==> src/rtl/touch_event_encoder_pkg.sv <==
// Shared widths, event type and helpers for the touch event encoder.
// The hold field of touch_event_t exists only when TOUCH_HOLD_TIMER_EN is defined.
package touch_pkg;

   localparam int NUM_KEYS  = 12;
   localparam int KEY_IDX_W = 4;
   localparam int HOLD_W    = 16;
   localparam int DEB_W     = 4;

   typedef struct packed {
      logic [KEY_IDX_W-1:0] key;
      logic                 press;
`ifdef TOUCH_HOLD_TIMER_EN
      logic [HOLD_W-1:0]    hold;
`endif
   } touch_event_t;

   // Priority pick used by the scanner: lowest electrode index wins.
   function automatic logic [KEY_IDX_W-1:0] lowest_set_index(input logic [NUM_KEYS-1:0] bits);
      logic [KEY_IDX_W-1:0] idx;
      idx = '0;
      for (int i = NUM_KEYS - 1; i >= 0; i--) begin
         if (bits[i]) begin
            idx = KEY_IDX_W'(i);
         end
      end
      return idx;
   endfunction

endpackage

==> src/rtl/touch_event_encoder_if.sv <==
// Event stream bundle from the touch encoder to voice allocation.
// The encoder drives through the master modport and the consumer uses the slave modport.
interface touch_event_encoder_if;
   import touch_pkg::*;

   logic                 event_valid_out;
   logic                 event_ready_in;
   logic [KEY_IDX_W-1:0] event_key_out;
   logic                 event_press_out;
   logic [HOLD_W-1:0]    event_hold_out;

   modport master (
      output event_valid_out,
      output event_key_out,
      output event_press_out,
      output event_hold_out,
      input  event_ready_in
   );

   modport slave (
      input  event_valid_out,
      input  event_key_out,
      input  event_press_out,
      input  event_hold_out,
      output event_ready_in
   );

endinterface

==> src/rtl/touch_event_encoder_fifo.sv <==
// Show-ahead event FIFO for the touch encoder; DEPTH must be a power of two (>= 2).
// Head data reads as zero while empty so the event outputs stay quiet after reset.
module touch_event_fifo #(
   parameter int DEPTH = 16,
   parameter int WIDTH = 8
) (
   input  logic             clk_in,
   input  logic             rst_in,
   input  logic             push,
   input  logic             pop,
   input  logic [WIDTH-1:0] push_data,
   output logic [WIDTH-1:0] head_data,
   output logic             full,
   output logic             empty
);

   localparam int AW = $clog2(DEPTH);

   logic [WIDTH-1:0] mem [DEPTH];
   logic [AW:0]      wr_ptr;
   logic [AW:0]      rd_ptr;
   logic             do_pop;
   logic             do_push;

   // Extra pointer bit separates full from empty when the indices match.
   assign empty   = (wr_ptr == rd_ptr);
   assign full    = (wr_ptr[AW] != rd_ptr[AW]) && (wr_ptr[AW-1:0] == rd_ptr[AW-1:0]);
   assign do_pop  = pop & ~empty;
   assign do_push = push & (~full | do_pop);

   assign head_data = empty ? '0 : mem[rd_ptr[AW-1:0]];

   always_ff @(posedge clk_in) begin
      if (rst_in) begin
         wr_ptr <= '0;
         rd_ptr <= '0;
      end else begin
         if (do_push) begin
            mem[wr_ptr[AW-1:0]] <= push_data;
            wr_ptr              <= wr_ptr + 1'b1;
         end
         if (do_pop) begin
            rd_ptr <= rd_ptr + 1'b1;
         end
      end
   end

endmodule

==> src/rtl/touch_event_encoder.sv <==
// Debounces the 12-electrode touch bitmap at a fixed tick rate and queues press/release events.
// Defining TOUCH_HOLD_TIMER_EN adds per-key hold timers reported on release events.
module touch_event_encoder
   import touch_pkg::*;
#(
   parameter int SAMPLE_PERIOD  = 100_000,
   parameter int DEBOUNCE_COUNT = 4,
   parameter int FIFO_DEPTH     = 16
) (
   input  logic                  clk_in,
   input  logic                  rst_in,
   input  logic [NUM_KEYS-1:0]   touch_status_in,
   input  logic                  touch_valid_in,
   touch_event_encoder_if.master event_bus,
   output logic [NUM_KEYS-1:0]   key_state_out,
   output logic                  overflow_out
);

   localparam int                TICK_W     = $clog2(SAMPLE_PERIOD);
   localparam logic [TICK_W-1:0] TICK_LAST  = TICK_W'(SAMPLE_PERIOD - 1);
   localparam logic [DEB_W-1:0]  DEB_TARGET = DEB_W'(DEBOUNCE_COUNT);
   localparam int                EVENT_W    = $bits(touch_event_t);

   logic [TICK_W-1:0]    tick_cnt;
   logic                 sample;
   logic [NUM_KEYS-1:0]  key_state;
   logic [NUM_KEYS-1:0]  key_state_next;
   logic [NUM_KEYS-1:0]  flip;
   logic [DEB_W-1:0]     deb_cnt  [NUM_KEYS];
   logic [DEB_W-1:0]     deb_next [NUM_KEYS];
   logic [NUM_KEYS-1:0]  pending;
   logic [NUM_KEYS-1:0]  pending_press;
   logic [NUM_KEYS-1:0]  scan_clear;
   logic [KEY_IDX_W-1:0] scan_idx;
   touch_event_t         push_event;
   touch_event_t         head_event;
   logic [EVENT_W-1:0]   head_data;
   logic                 fifo_full;
   logic                 fifo_empty;
   logic                 fifo_push;
   logic                 fifo_pop;

   assign sample        = (tick_cnt == TICK_LAST) && touch_valid_in;
   assign key_state_out = key_state;

   // A key flips only after DEBOUNCE_COUNT consecutive sampled disagreements.
   always_comb begin
      key_state_next = key_state;
      flip           = '0;
      for (int i = 0; i < NUM_KEYS; i++) begin
         deb_next[i] = deb_cnt[i];
         if (sample) begin
            if (touch_status_in[i] == key_state[i]) begin
               deb_next[i] = '0;
            end else if (deb_cnt[i] + DEB_W'(1) == DEB_TARGET) begin
               deb_next[i]       = '0;
               key_state_next[i] = ~key_state[i];
               flip[i]           = 1'b1;
            end else begin
               deb_next[i] = deb_cnt[i] + DEB_W'(1);
            end
         end
      end
   end

`ifdef TOUCH_HOLD_TIMER_EN
   logic [HOLD_W-1:0] hold_cnt     [NUM_KEYS];
   logic [HOLD_W-1:0] hold_inc     [NUM_KEYS];
   logic [HOLD_W-1:0] pending_hold [NUM_KEYS];

   always_comb begin
      for (int i = 0; i < NUM_KEYS; i++) begin
         hold_inc[i] = (&hold_cnt[i]) ? hold_cnt[i] : hold_cnt[i] + HOLD_W'(1);
      end
   end

   // The release tick itself counts toward the hold, so the event takes the incremented value.
   always_ff @(posedge clk_in) begin
      if (rst_in) begin
         for (int i = 0; i < NUM_KEYS; i++) begin
            hold_cnt[i]     <= '0;
            pending_hold[i] <= '0;
         end
      end else if (sample) begin
         for (int i = 0; i < NUM_KEYS; i++) begin
            if (flip[i] && key_state_next[i]) begin
               hold_cnt[i] <= '0;
            end else if (key_state[i]) begin
               hold_cnt[i] <= hold_inc[i];
            end
            if (flip[i]) begin
               pending_hold[i] <= key_state_next[i] ? '0 : hold_inc[i];
            end
         end
      end
   end
`endif

   // Scanner: one pending key per cycle, lowest index first; it never waits on the FIFO.
   always_comb begin
      scan_idx   = lowest_set_index(pending);
      scan_clear = '0;
      if (|pending) begin
         scan_clear[scan_idx] = 1'b1;
      end
      push_event       = '0;
      push_event.key   = scan_idx;
      push_event.press = pending_press[scan_idx];
`ifdef TOUCH_HOLD_TIMER_EN
      push_event.hold  = pending_hold[scan_idx];
`endif
   end

   assign fifo_push = |pending;
   assign fifo_pop  = ~fifo_empty & event_bus.event_ready_in;

   always_ff @(posedge clk_in) begin
      if (rst_in) begin
         tick_cnt      <= '0;
         key_state     <= '0;
         pending       <= '0;
         pending_press <= '0;
         overflow_out  <= 1'b0;
         for (int i = 0; i < NUM_KEYS; i++) begin
            deb_cnt[i] <= '0;
         end
      end else begin
         tick_cnt      <= (tick_cnt == TICK_LAST) ? '0 : tick_cnt + TICK_W'(1);
         key_state     <= key_state_next;
         pending       <= (pending & ~scan_clear) | flip;
         pending_press <= (pending_press & ~flip) | (flip & key_state_next);
         for (int i = 0; i < NUM_KEYS; i++) begin
            deb_cnt[i] <= deb_next[i];
         end
         if (fifo_push && fifo_full && !fifo_pop) begin
            overflow_out <= 1'b1;
         end
      end
   end

   touch_event_fifo #(
      .DEPTH (FIFO_DEPTH),
      .WIDTH (EVENT_W)
   ) u_fifo (
      .clk_in    (clk_in),
      .rst_in    (rst_in),
      .push      (fifo_push),
      .pop       (fifo_pop),
      .push_data (push_event),
      .head_data (head_data),
      .full      (fifo_full),
      .empty     (fifo_empty)
   );

   assign head_event                = touch_event_t'(head_data);
   assign event_bus.event_valid_out = ~fifo_empty;
   assign event_bus.event_key_out   = head_event.key;
   assign event_bus.event_press_out = head_event.press;
`ifdef TOUCH_HOLD_TIMER_EN
   assign event_bus.event_hold_out  = head_event.hold;
`else
   assign event_bus.event_hold_out  = '0;
`endif

endmodule
==> src/flat_wrapper.sv <==
// flat-port wrapper written by rule: the top's interface ports become plain ports
module touch_event_encoder_flat import touch_pkg::*;
#(
   parameter int SAMPLE_PERIOD  = 100_000,
   parameter int DEBOUNCE_COUNT = 4,
   parameter int FIFO_DEPTH     = 16
)
  (clk_in, rst_in, touch_status_in, touch_valid_in, key_state_out, overflow_out, event_bus_event_valid_out, event_bus_event_key_out, event_bus_event_press_out, event_bus_event_hold_out, event_bus_event_ready_in);
  touch_event_encoder_if event_bus_i ();
  input  logic clk_in;
  input  logic rst_in;
  input  logic [NUM_KEYS-1:0] touch_status_in;
  input  logic touch_valid_in;
  output logic [NUM_KEYS-1:0] key_state_out;
  output logic overflow_out;
  output wire logic [$bits(event_bus_i.event_valid_out)-1:0] event_bus_event_valid_out;
  output wire logic [$bits(event_bus_i.event_key_out)-1:0] event_bus_event_key_out;
  output wire logic [$bits(event_bus_i.event_press_out)-1:0] event_bus_event_press_out;
  output wire logic [$bits(event_bus_i.event_hold_out)-1:0] event_bus_event_hold_out;
  input wire logic [$bits(event_bus_i.event_ready_in)-1:0] event_bus_event_ready_in;
  assign event_bus_event_valid_out = event_bus_i.event_valid_out;
  assign event_bus_event_key_out = event_bus_i.event_key_out;
  assign event_bus_event_press_out = event_bus_i.event_press_out;
  assign event_bus_event_hold_out = event_bus_i.event_hold_out;
  assign event_bus_i.event_ready_in = event_bus_event_ready_in;
  touch_event_encoder #(.SAMPLE_PERIOD(SAMPLE_PERIOD), .DEBOUNCE_COUNT(DEBOUNCE_COUNT), .FIFO_DEPTH(FIFO_DEPTH)) u_core (.clk_in(clk_in), .rst_in(rst_in), .touch_status_in(touch_status_in), .touch_valid_in(touch_valid_in), .event_bus(event_bus_i), .key_state_out(key_state_out), .overflow_out(overflow_out));
endmodule
==> config.mk <==
export PLATFORM = sky130hd
export DESIGN_NAME = touch_event_encoder_flat
export DESIGN_NICKNAME = d
export VERILOG_FILES = /design/src/rtl/touch_event_encoder_pkg.sv /design/src/rtl/touch_event_encoder_if.sv /design/src/rtl/touch_event_encoder_fifo.sv /design/src/rtl/touch_event_encoder.sv /design/src/flat_wrapper.sv
export SDC_FILE = /design/constraint.sdc
export NUM_CORES = 1
export LEC_CHECK = 0
export ABC_AREA = 1
export CAP_MARGIN = 20
export CORE_MARGIN = 4
export CORE_UTILIZATION = 58
export DETAILED_ROUTE_END_ITERATION = 12
export DONT_BUFFER_PORTS = 1
export GPL_TIMING_DRIVEN = 0
export PLACE_DENSITY = 0.75
export SLEW_MARGIN = 20
export SYNTH_ARGS = -nofsm -noshare
export SYNTH_HDL_FRONTEND = slang
export SYNTH_HIERARCHICAL = 1
export SYNTH_SLANG_ARGS = --single-unit
==> constraint.sdc <==
create_clock -name clk_in -period 2.1 [get_ports clk_in]
set_input_delay 0.315 -clock clk_in [delete_from_list [all_inputs] [get_ports clk_in]]
set_output_delay 0.315 -clock clk_in [all_outputs]
set_load 0.05 [all_outputs]
**Word-level counts from Yosys, hierarchy flattened**

Memory sizes are Yosys's and may differ from the RTL's. A register that Yosys moved wholly into a read port is not among the register bits.
Cells that the tools add are included.

- Add/subtract/negate cells: 15
- Order comparisons: 2
- Eq/ne operators: 28
- Muxes and demuxes: 146
- Bitwise operators: 37
- Reductions and logical operators: 8

Operator list:

| kind | count |
|---|---|
| 4-bit 2-to-1 mux | 62 |
| 1-bit 2-to-1 mux | 80 |
| 4-bit by 1-bit adder with 4-bit output, second input constant | 12 |
| 4-bit by 3-bit equality test with 1-bit output, second input constant | 12 |
| 12-bit bitwise AND | 3 |
| 12-bit NOT | 2 |
| 12-bit OR | 2 |
| 17-bit by 1-bit adder with 17-bit output, second input constant | 1 |
| 17-bit equality test, second input constant | 1 |
| 1-bit NOT | 14 |
| 1-bit OR | 13 |
| 1-bit equality test | 12 |
| 12-bit 2-to-1 mux | 1 |
| 12-bit OR reduction | 1 |
| 5-bit by 1-bit adder with 5-bit output, second input constant | 2 |
| 5-bit equality test | 1 |
| 1-bit logical AND | 5 |
| 4-bit by 5-bit < comparator with 1-bit output, second input constant | 1 |
| 5-bit 2-to-1 mux | 1 |
| 1-bit binary-select mux with 4-bit select | 1 |
| 1-bit demux with 4-bit select | 1 |
| 4-bit equality test | 1 |
| 4-bit by 1-bit greater-or-equal comparator with 1-bit output, second input constant | 1 |
| 1-bit bitwise AND | 3 |
| 3 further kinds | 3 |

- Bits in registers: 64
- Memory bits (writable): 128
- Input port bits: 16
- Output and inout bits: 35
- Logic and storage cells: 245
- Memories: 2

Memory list:

| name | depth | bits a word | read ports | clocked after memory_dff | write ports | RTL line | RTL |
|---|---|---|---|---|---|---|---|
| u_core.u_fifo.mem | 16 | 5 | 1 | 1 | 1 | touch_event_encoder_fifo.sv:19 | `logic [WIDTH-1:0] mem [DEPTH];` |
| u_core.deb_cnt | 12 | 4 | 12 | 0 | 12 | touch_event_encoder.sv:29 | `logic [DEB_W-1:0] deb_cnt [NUM_KEYS];` |

**Longest topological paths before layout**

Gate-level depths: netlist of the first run.

- Depth after elaboration: 20
- Gate-level depth with buffers: 16
- Gate-level depth less buffers: 16

**Cells and area by module**

The synthesis of the first run kept the hierarchy.

By module, submodules not included:

| module | instances | cells each | area each (µm²) | sequential area each (µm²) |
|---|---|---|---|---|
| touch_event_encoder | 1 | 685 | 5213.8 | 2042.0 |
| touch_event_fifo | 1 | 395 | 4201.5 | 2682.6 |

**Worst setup path before layout of the first run**

Ideal clock, no wire load.

- Kind: register to register
- From: register u_core.u_fifo.wr_ptr[2]
- To: memory u_core/u_fifo/mem[15][0] in the netlist's numbering, enable pin
- Library setup time: 0.320 ns
- Arrival time: 2.026 ns
- Data required time: 1.780 ns
- Setup slack: -0.245 ns
- Cell stages (with the launch flop): 16
- Buffers on the path: 2
- Clock period less this slack: 2.345 ns
- Cells stage by stage: dfxtp_1 > buf_4 > inv_2 > nand2_1 > nand2_2 > nor2_4 > nand3_4 > inv_1 > inv_1 > nand2_1 > inv_1 > inv_1 > nand4_4 > nand3_4 > buf_12 > nor2_2

- Word-level cells in the longest chain between the ends: 9
- Elaborated cells between the ends (all ways): 12
- Those cells by class: 2 x eq/ne; 3 x mux; 6 x bitwise; 1 x reduce/logical

Ends and longest elaborated chain:

| element | RTL line | RTL |
|---|---|---|
| start, declared | touch_event_encoder_fifo.sv:20 | `logic [AW:0] wr_ptr;` |
| start signal, assigned | touch_event_encoder_fifo.sv:40 | `wr_ptr <= wr_ptr + 1'b1;` |
| 5-bit equality test | touch_event_encoder_fifo.sv:26 | `assign empty = (wr_ptr == rd_ptr);` |
| named net u_core.fifo_empty | touch_event_encoder.sv:39 | `logic fifo_empty;` |
| 1-bit NOT | -- |  |
| named net event_bus_event_valid_out | flat_wrapper.sv:16 | `output wire logic [$bits(event_bus_i.event_valid_out)-1:0] event_bus_event_valid_out;` |
| 1-bit bitwise AND | touch_event_encoder.sv:115 | `assign fifo_pop = ~fifo_empty & event_bus.event_ready_in;` |
| named net u_core.fifo_pop | touch_event_encoder.sv:41 | `logic fifo_pop;` |
| 1-bit bitwise AND | touch_event_encoder_fifo.sv:28 | `assign do_pop = pop & ~empty;` |
| 1-bit OR | touch_event_encoder_fifo.sv:29 | `assign do_push = push & (~full \| do_pop);` |
| 1-bit bitwise AND | touch_event_encoder_fifo.sv:29 |  |
| 1-bit 2-to-1 mux | touch_event_encoder_fifo.sv:38 | `if (do_push) begin` |
| 1-bit 2-to-1 mux | touch_event_encoder_fifo.sv:34 | `if (rst_in) begin` |
| 1-bit 2-to-1 mux (not written as such) | touch_event_encoder_fifo.sv:39 | `mem[wr_ptr[AW-1:0]] <= push_data;` |
| end, declared | touch_event_encoder_fifo.sv:19 |  |

The timed path passes the listed nets, and every way through them passes these cells.

==> results.py, run 1 <==
metrics = {
    "timing": {
        "max_slew.worst_pin.slew_ns": 0.7199,
        "worst_slack_ns": -0.1478,
        "period_needed_ns": 2.248,
        "skew_ns": 0.01577,
        "max_freq_mhz": 444.9,
        "report.final.hold_viol_count": 0,
        "finalMaxSlewViolations": 0,
        "setup_tns_ns": -0.4701,
        "slew_headroom": 0.5201,
        "finalCritPeriodShare": 1.070,
        "holdWs_ns": 0.01949,
        "rsz0062_at_grt": "true",
        "setup_viol": 5,
    },
    "drt": {
        "wirelength_um": 22520,
        "drt-pass1-iter-count": 5,
        "drtAntennaViolNets": 0,
        "dr.first_iter.drc_count": 683,
        "post-route-drc-count": 0,
        "avgRoutedWirePerCell_um": 16.40,
        "vias_per_cell": 5.600,
        "routed-via-count": 7689,
    },
    "clock_network": {
        "h-tree-depth": 4,
        "cts_max_path_buffers": 2,
        "clkSinkCount": 196,
        "cts_tree": "done",
        "cts_root_buffer": "clkbuf_16",
        "clk_pin_slew_ns": 0.07,
        "cts_made_buffers": 17,
        "clkLatencyLatePin_ns": 0.45,
    },
    "pwr": {
        "combPwrFrac": 0.024,
        "power_density_mw_per_mm2": 664.3,
        "sw_frac_of_total": 0.2202,
        "seqPwrFrac": 0.533,
        "p_clk_frac": 0.443,
        "p_leak_nw": 4.276,
        "p_switching_mw": 1.621,
        "ir_drop_mv": 0.5539,
        "p_int_mw": 5.743,
    },
    "setup_path": {
        "ff2ff_setup_slack_ns": 0.09,
        "reg2reg_from": "u_core/u_fifo/wr_ptr[3]",
        "path_max_fanout": 9,
        "cp-end-kind": "output pin",
        "critPathLaunchType": "register",
        "worstPathArrival_ns": 1.93,
        "reg2reg_depth": 14,
        "required_ns": 1.78,
        "crit_type": "reg2out",
        "reg2reg_to": "u_core/u_fifo/mem[11][2]",
    },
    "final_layout": {
        "nNetsFinal": 1187,
        "final_area_mm2": 0.01109,
        "fillers": 1212,
        "layout-drive-gt1-share": 0.2048,
        "fin_util": 0.6979,
        "diodes": 0,
        "finalNonFillerCells": 1373,
        "syn2layout_area_growth_pct": 17.75,
    },
    "floorplan": {
        "rows": 46,
        "dieArea_mm2": 0.01834,
        "initial_utilization": 0.5927,
        "die_w_um": 135.4,
        "dieHeight_um": 135.4,
        "io_pins": 51,
        "core_area_mm2": 0.01589,
    },
    "synth": {
        "synth_ff_type": "dfxtp_1",
        "yosysSeqAreaShare": 0.5018,
        "synthTopCellsByArea": "edfxtp_1 (26%), dfxtp_1 (25%), nand2_1 (6.3%)",
        "synth_seq_cells": 196,
        "syn_inst": 1080,
        "synth_top_area_cell": "edfxtp_1",
        "synth_edf_count": 80,
        "syn_area_mm2": 0.009415,
        "ys_types": 44,
        "synthArstFlopShare": 0,
        "yosys_warnings": 6,
        "netlist.area_leader.share": 0.2551,
        "syn_avg_cell_area_um2": 8.718,
    },
    "placed_design": {
        "hpwl_um": 14250,
        "dp.cells": 1311,
        "portBuffers": 0,
        "placed_area_mm2": 0.009769,
        "gp_congestion": 0.8777,
    },
    "min_path": {
        "min_path_type": "in2reg",
        "whs_endpoint": "u_core/key_state_out[11]",
        "min_from": "touch_status_in[11]",
        "holdPathStages": 2,
    },
    "grt": {
        "grt_pass1_wl_um": 35540,
        "gr-total-overflow": 0,
        "grt_usage": 0.2472,
        "first_global_vias": 7199,
        "grt_start_max_net_pins": 25,
        "antenna_found_initial": 0,
    },
    "status": {
        "outcome": "finished with violations",
        "violations": "setup timing",
    },
    "flow_run": {
        "max-cap-violations": 0,
    },
}
-- flip-flops by register name, summed over array words and instances (netlist names), named ones only --
name,cells
u_core/key_state_out,12
u_core/deb_cnt,48
u_core/u_fifo/rd_ptr,5
u_core/u_fifo/wr_ptr,5
u_core/u_fifo/mem,80
u_core/tick_cnt,17
u_core/overflow_out,1
u_core/pending,12
-- timing repair --
| item | CTS | global route |
|---|---|---|
| hold buffers | 0 | 0 |
| pin swaps | 18 | 13 |
| resized for setup | 113 | 48 |
| setup endpoints to repair | 109 | 144 |
| gates cloned | 2 | 1 |
| setup buffers | 26 | 3 |
-- stage by stage --
stage          power, mW  setup WS (ns)
2_1_floorplan      4.168       -0.07395
3_3_place_gp       4.195        -0.8332
3_5_place_dp       4.196        -0.9040
4_1_cts            7.399        -0.1094
5_1_grt            7.558        -0.2121
6_report           7.365        -0.1478
-- power groups by stage --
stage,Sequential [mW],Clock (mW),Combinational (mW)
detailed placement,4.02,0,0.175
CTS,3.93,3.30,0.175
global placement,4.02,0,0.174
finish,3.92,3.26,0.179
floorplan,4.02,0,0.148
global route,3.92,3.44,0.192
-- how the worst max path moves through the flow --
stage                            startpoint                    endpoint  slack [ns]  cells past startpoint
CTS                                register  event_bus_event_key_out[3]       -0.11                      9
finish                             register  event_bus_event_key_out[3]       -0.15                      7
floorplan           u_core/u_fifo/wr_ptr[2]    u_core/u_fifo/mem[11][0]       -0.07                     15
global route                       register  event_bus_event_key_out[3]       -0.21                      7
global placement         u_core/pending[10]    u_core/u_fifo/mem[15][0]       -0.83                     13
detailed placement       u_core/pending[10]    u_core/u_fifo/mem[15][0]       -0.90                     13
-- cells by family after synthesis --
group	count (synthesis)	share of synthesized area
AO/OA/AOI/OAI	206	0.1231
XOR/XNOR	43	0.04080
adder cells (fa/ha/maj)	27	0.03588
buffers and inverters	183	0.08452
flip-flops	196	0.5018
other	1	0.0003983
AND/OR/NAND/NOR	424	0.2136
-- synthesized netlist by cell type (2+ instances only) --
cell	number
nor4_1	5
buf_4	19
clkbuf_1	20
edfxtp_1	80
nor2_4	6
nand4_1	15
inv_1	118
inv_2	8
xor2_1	23
nor2_1	86
a31oi_1	8
nand3b_1	9
buf_1	2
nor2_2	20
nand2_4	2
a211oi_2	4
nor3_1	35
nand2_1	159
nor3_2	2
a211oi_1	11
nand2_2	5
ha_1	27
or2_2	2
clkinv_1	3
nor3b_1	3
xnor2_1	19
o211ai_1	15
nand3_1	71
o21ai_0	57
a21oi_1	106
dfxtp_1	116
buf_2	11
nand3_4	2
-- worst max-delay path: stages (launching register included) --
cell,delay [ns]
dfxtp_4,0.45
buf_8,0.14
o21ai_0,0.09
a21oi_1,0.24
o21ai_2,0.13
nand2_1,0.08
nand2_2,0.08
nor2_4,0.28
-- layout by cell type (no fill, tap or decap), types with 5 or more instances in the layout --
cell type	instances
inv_2	12
clkbuf_2	6
nor2_2	15
o211ai_1	15
nor2_4	25
nor3_1	35
nand2_4	7
nand3_1	69
xor2_1	23
inv_6	7
nand2_1	137
o21ai_2	5
nor2_1	72
ha_1	27
buf_4	45
nand4_1	15
conb_1	16
a21oi_1	94
a31oi_1	8
a21oi_2	10
clkbuf_16	18
dfxtp_1	105
a211oi_1	11
xnor2_1	19
inv_1	109
o21ai_1	11
edfxtp_1	80
o21ai_0	42
dfxtp_4	8
clkbuf_1	10
nand3b_1	9
clkbuf_4	5
nand2_2	22
-- routing by layer --
metal	wire [um]	global-route usage
met4	672	0.09686
met2	10830	0.4220
met3	1544	0.05126
met1	9463	0.3087
met5	0	0
-- final cells by class --
type | instances | area, um^2 | area share
multi-input combinational | 717 | 4288 | 0.3868
timing repair buffer | 31 | 291.5 | 0.02629
clock inverter | 15 | 165.2 | 0.01490
buffer | 52 | 377.9 | 0.03408
inverter | 129 | 510.5 | 0.04604
tap | 216 | 270.3 | 0.02438
clock buffer | 17 | 425.4 | 0.03837
sequential | 196 | 4758 | 0.4292
No activity file was read; power rests on OpenSTA's default activity.
==> inputs of run 2 (changes only) <==
Settings changed: CORE_ASPECT_RATIO from default to 1.75, CORE_UTILIZATION 58 to 64, PLACE_DENSITY 0.75 to 0.79, RECOVER_POWER from default to 100.
Clock period 2.1 ns to 2.5 ns, I/O delays scaled along.
==> results.py, run 2 (same netlist as run 1, synthesis figures left out) <==
metrics = {
    "drt": {
        "drtAntennaViolNets": 0,
        "vias_per_cell": 5.688,
        "drt-pass1-iter-count": 5,
        "post-route-drc-count": 0,
        "avgRoutedWirePerCell_um": 16.84,
        "wirelength_um": 22090,
        "dr.first_iter.drc_count": 321,
        "routed-via-count": 7462,
    },
    "clock_network": {
        "clkSinkCount": 196,
        "cts_max_path_buffers": 2,
        "cts_hold_buffers": 0,
        "clkLatencyLatePin_ns": 0.43,
        "h-tree-depth": 4,
        "cts_made_buffers": 17,
        "cts_root_buffer": "clkbuf_16",
        "cts_tree": "done",
        "clk_pin_slew_ns": 0.07,
    },
    "setup_path": {
        "path_max_fanout": 10,
        "slowest_stage": "dfxtp_2",
        "crit_top_cell": "inv_1",
        "reg2reg_from": "u_core/u_fifo/wr_ptr[3]",
        "worstPathCellList": "inv_2 > nand2_1 > nand2_1 > nor2_4 > nand3_4 > inv_1 > clkinvlp_4 > nand2_2 > inv_1 > inv_1 > nand4_4 > nand3_4 > buf_12 > nor2_2",
        "ff2ff_setup_slack_ns": 0.04,
        "reg2reg_depth": 14,
        "critPathLaunchType": "register",
        "cp-end-kind": "register",
        "reg2reg_to": "u_core/u_fifo/mem[12][4]",
        "crit_type": "reg2reg",
        "max_stage_delay_ns": 0.40,
        "path_buf_inv": 6,
        "required_ns": 2.69,
        "crit_family": "simple AND/OR/NAND/NOR gates",
        "worstPathArrival_ns": 2.64,
    },
    "timing": {
        "skew_ns": 0.01078,
        "finalMaxSlewViolations": 0,
        "finalCritPeriodShare": 0.9826,
        "setup_tns_ns": 0,
        "max_freq_mhz": 407.1,
        "setup_viol": 0,
        "period_needed_ns": 2.457,
        "rsz0062_at_grt": "true",
        "slew_headroom": 0.3751,
        "report.final.hold_viol_count": 0,
        "max_slew.worst_pin.slew_ns": 0.9364,
    },
    "placed_design": {
        "placed_area_mm2": 0.009702,
        "gp_congestion": 0.8525,
        "hpwl_um": 16070,
        "portBuffers": 0,
        "dp.cells": 1275,
    },
    "pwr": {
        "finalPower_mw": 6.060,
        "power_density_mw_per_mm2": 581.4,
        "p_leak_nw": 4.012,
        "ir_drop_mv": 0.4909,
    },
    "min_path": {
        "min_from": "touch_status_in[11]",
        "holdPathStages": 2,
        "whs_endpoint": "u_core/key_state_out[11]",
        "min_path_type": "in2reg",
    },
    "flow_run": {
        "max-cap-violations": 0,
    },
    "final_layout": {
        "largest_reg_flops": 80,
        "layout_commonest_cell": "nand2_1",
        "nNetsFinal": 1162,
        "fin_util": 0.7218,
        "diodes": 0,
        "final_area_mm2": 0.01042,
        "layout-drive-gt1-share": 0.1307,
        "final_cell_mix": "nand2_1 (157), inv_1 (118), dfxtp_1 (108), a21oi_1 (104)",
        "syn2layout_area_growth_pct": 10.71,
        "finalNonFillerCells": 1312,
    },
    "floorplan": {
        "initial_utilization": 0.6520,
        "io_pins": 51,
        "dieArea_mm2": 0.01679,
        "core_area_mm2": 0.01444,
        "die_w_um": 99.69,
        "rows": 58,
        "dieHeight_um": 168.5,
    },
    "grt": {
        "gr-total-overflow": 0,
        "grt_pass1_wl_um": 35450,
        "antenna_found_initial": 0,
        "first_global_vias": 7428,
        "grt_usage": 0.2710,
        "grt_start_max_net_pins": 25,
    },
    "status": {
        "outcome": "completed",
    },
}
run 2: cell types whose count changed in the layout (fill, tap and decap cells not counted), moves of 9 or more:
cell | previous run | this run
inv_1 | 109 | 118
buf_4 | 45 | 26
nor2_4 | 25 | 15
nand2_2 | 22 | 7
a21oi_1 | 94 | 104
nand2_1 | 137 | 157
run 2: stage by stage:
stage	hold WS [ns]	worst slack [ns]
after global routing	0.1056	-0.05343
after CTS	0.08969	0.004808
after detailed placement	0.4397	-0.5276
final	0.1018	0.04347
after global placement	0.4359	-0.5146
after floorplan	0.4240	0.1546
run 2: layer usage:
| metal | up-vias | wire, um | track usage | share of wire |
|---|---|---|---|---|
| met4 | 0 | 1273 | 0.1605 | 0.058 |
| met2 | 201 | 12390 | 0.5167 | 0.56 |
| met1 | 3493 | 7607 | 0.2654 | 0.34 |
| li1 | 3681 | - | - | - |
| met5 | - | 0 | 0 | 0 |
| met3 | 87 | 823 | 0.04371 | 0.037 |
run 2: power breakdown:
| part | switching [mW] | internal, mW | leakage [nW] |
|---|---|---|---|
| Combinational | 0.117 | 0.0337 | 2.04 |
| Sequential | 0.00374 | 3.30 | 1.69 |
| Clock | 1.28 | 1.33 | 0.275 |
run 2: repair_timing:
item	CTS	global route
setup buffers	2	3
gates resized for setup	29	25
pin swaps	3	9
endpoints found under the setup margin	101	96
run 2: cell type report:
type                       instances  area [um^2]
buffer                            54        332.8
sequential                       196         4735
inverter                         129        490.5
clock buffer                      18        429.2
tap                              180        225.2
timing repair buffer               5        37.54
multi-input combinational        716         4036
fill                            1117         4018
clock inverter                    14        137.6
run 2: how the worst max path moves through the flow:
| stage | end | start | depth (start not counted) | slack, ns |
|---|---|---|---|---|
| 2_1_floorplan | u_core/u_fifo/mem[15][0] | u_core/u_fifo/wr_ptr[2] | 15 | 0.15 |
| 3_3_place_gp | u_core/u_fifo/mem[7][0] | u_core/pending[0] | 8 | -0.51 |
| 3_5_place_dp | u_core/u_fifo/mem[7][0] | u_core/pending[7] | 11 | -0.53 |
| 4_1_cts | event_bus_event_key_out[2] | register | 5 | 0.005 |
| 5_1_grt | u_core/u_fifo/mem[8][1] | u_core/u_fifo/wr_ptr[1] | 14 | -0.05 |
| 6_report | u_core/u_fifo/mem[12][4] | u_core/u_fifo/wr_ptr[3] | 14 | 0.04 |
run 2: worst register-to-register path, cell delays in order, from the launching register on:
cell	delay (ns)
dfxtp_2	0.40
inv_2	0.07
nand2_1	0.08
nand2_1	0.10
nor2_4	0.18
nand3_4	0.08
inv_1	0.10
clkinvlp_4	0.29
nand2_2	0.18
inv_1	0.10
inv_1	0.11
nand4_4	0.13
nand3_4	0.14
buf_12	0.18
nor2_2	0.09
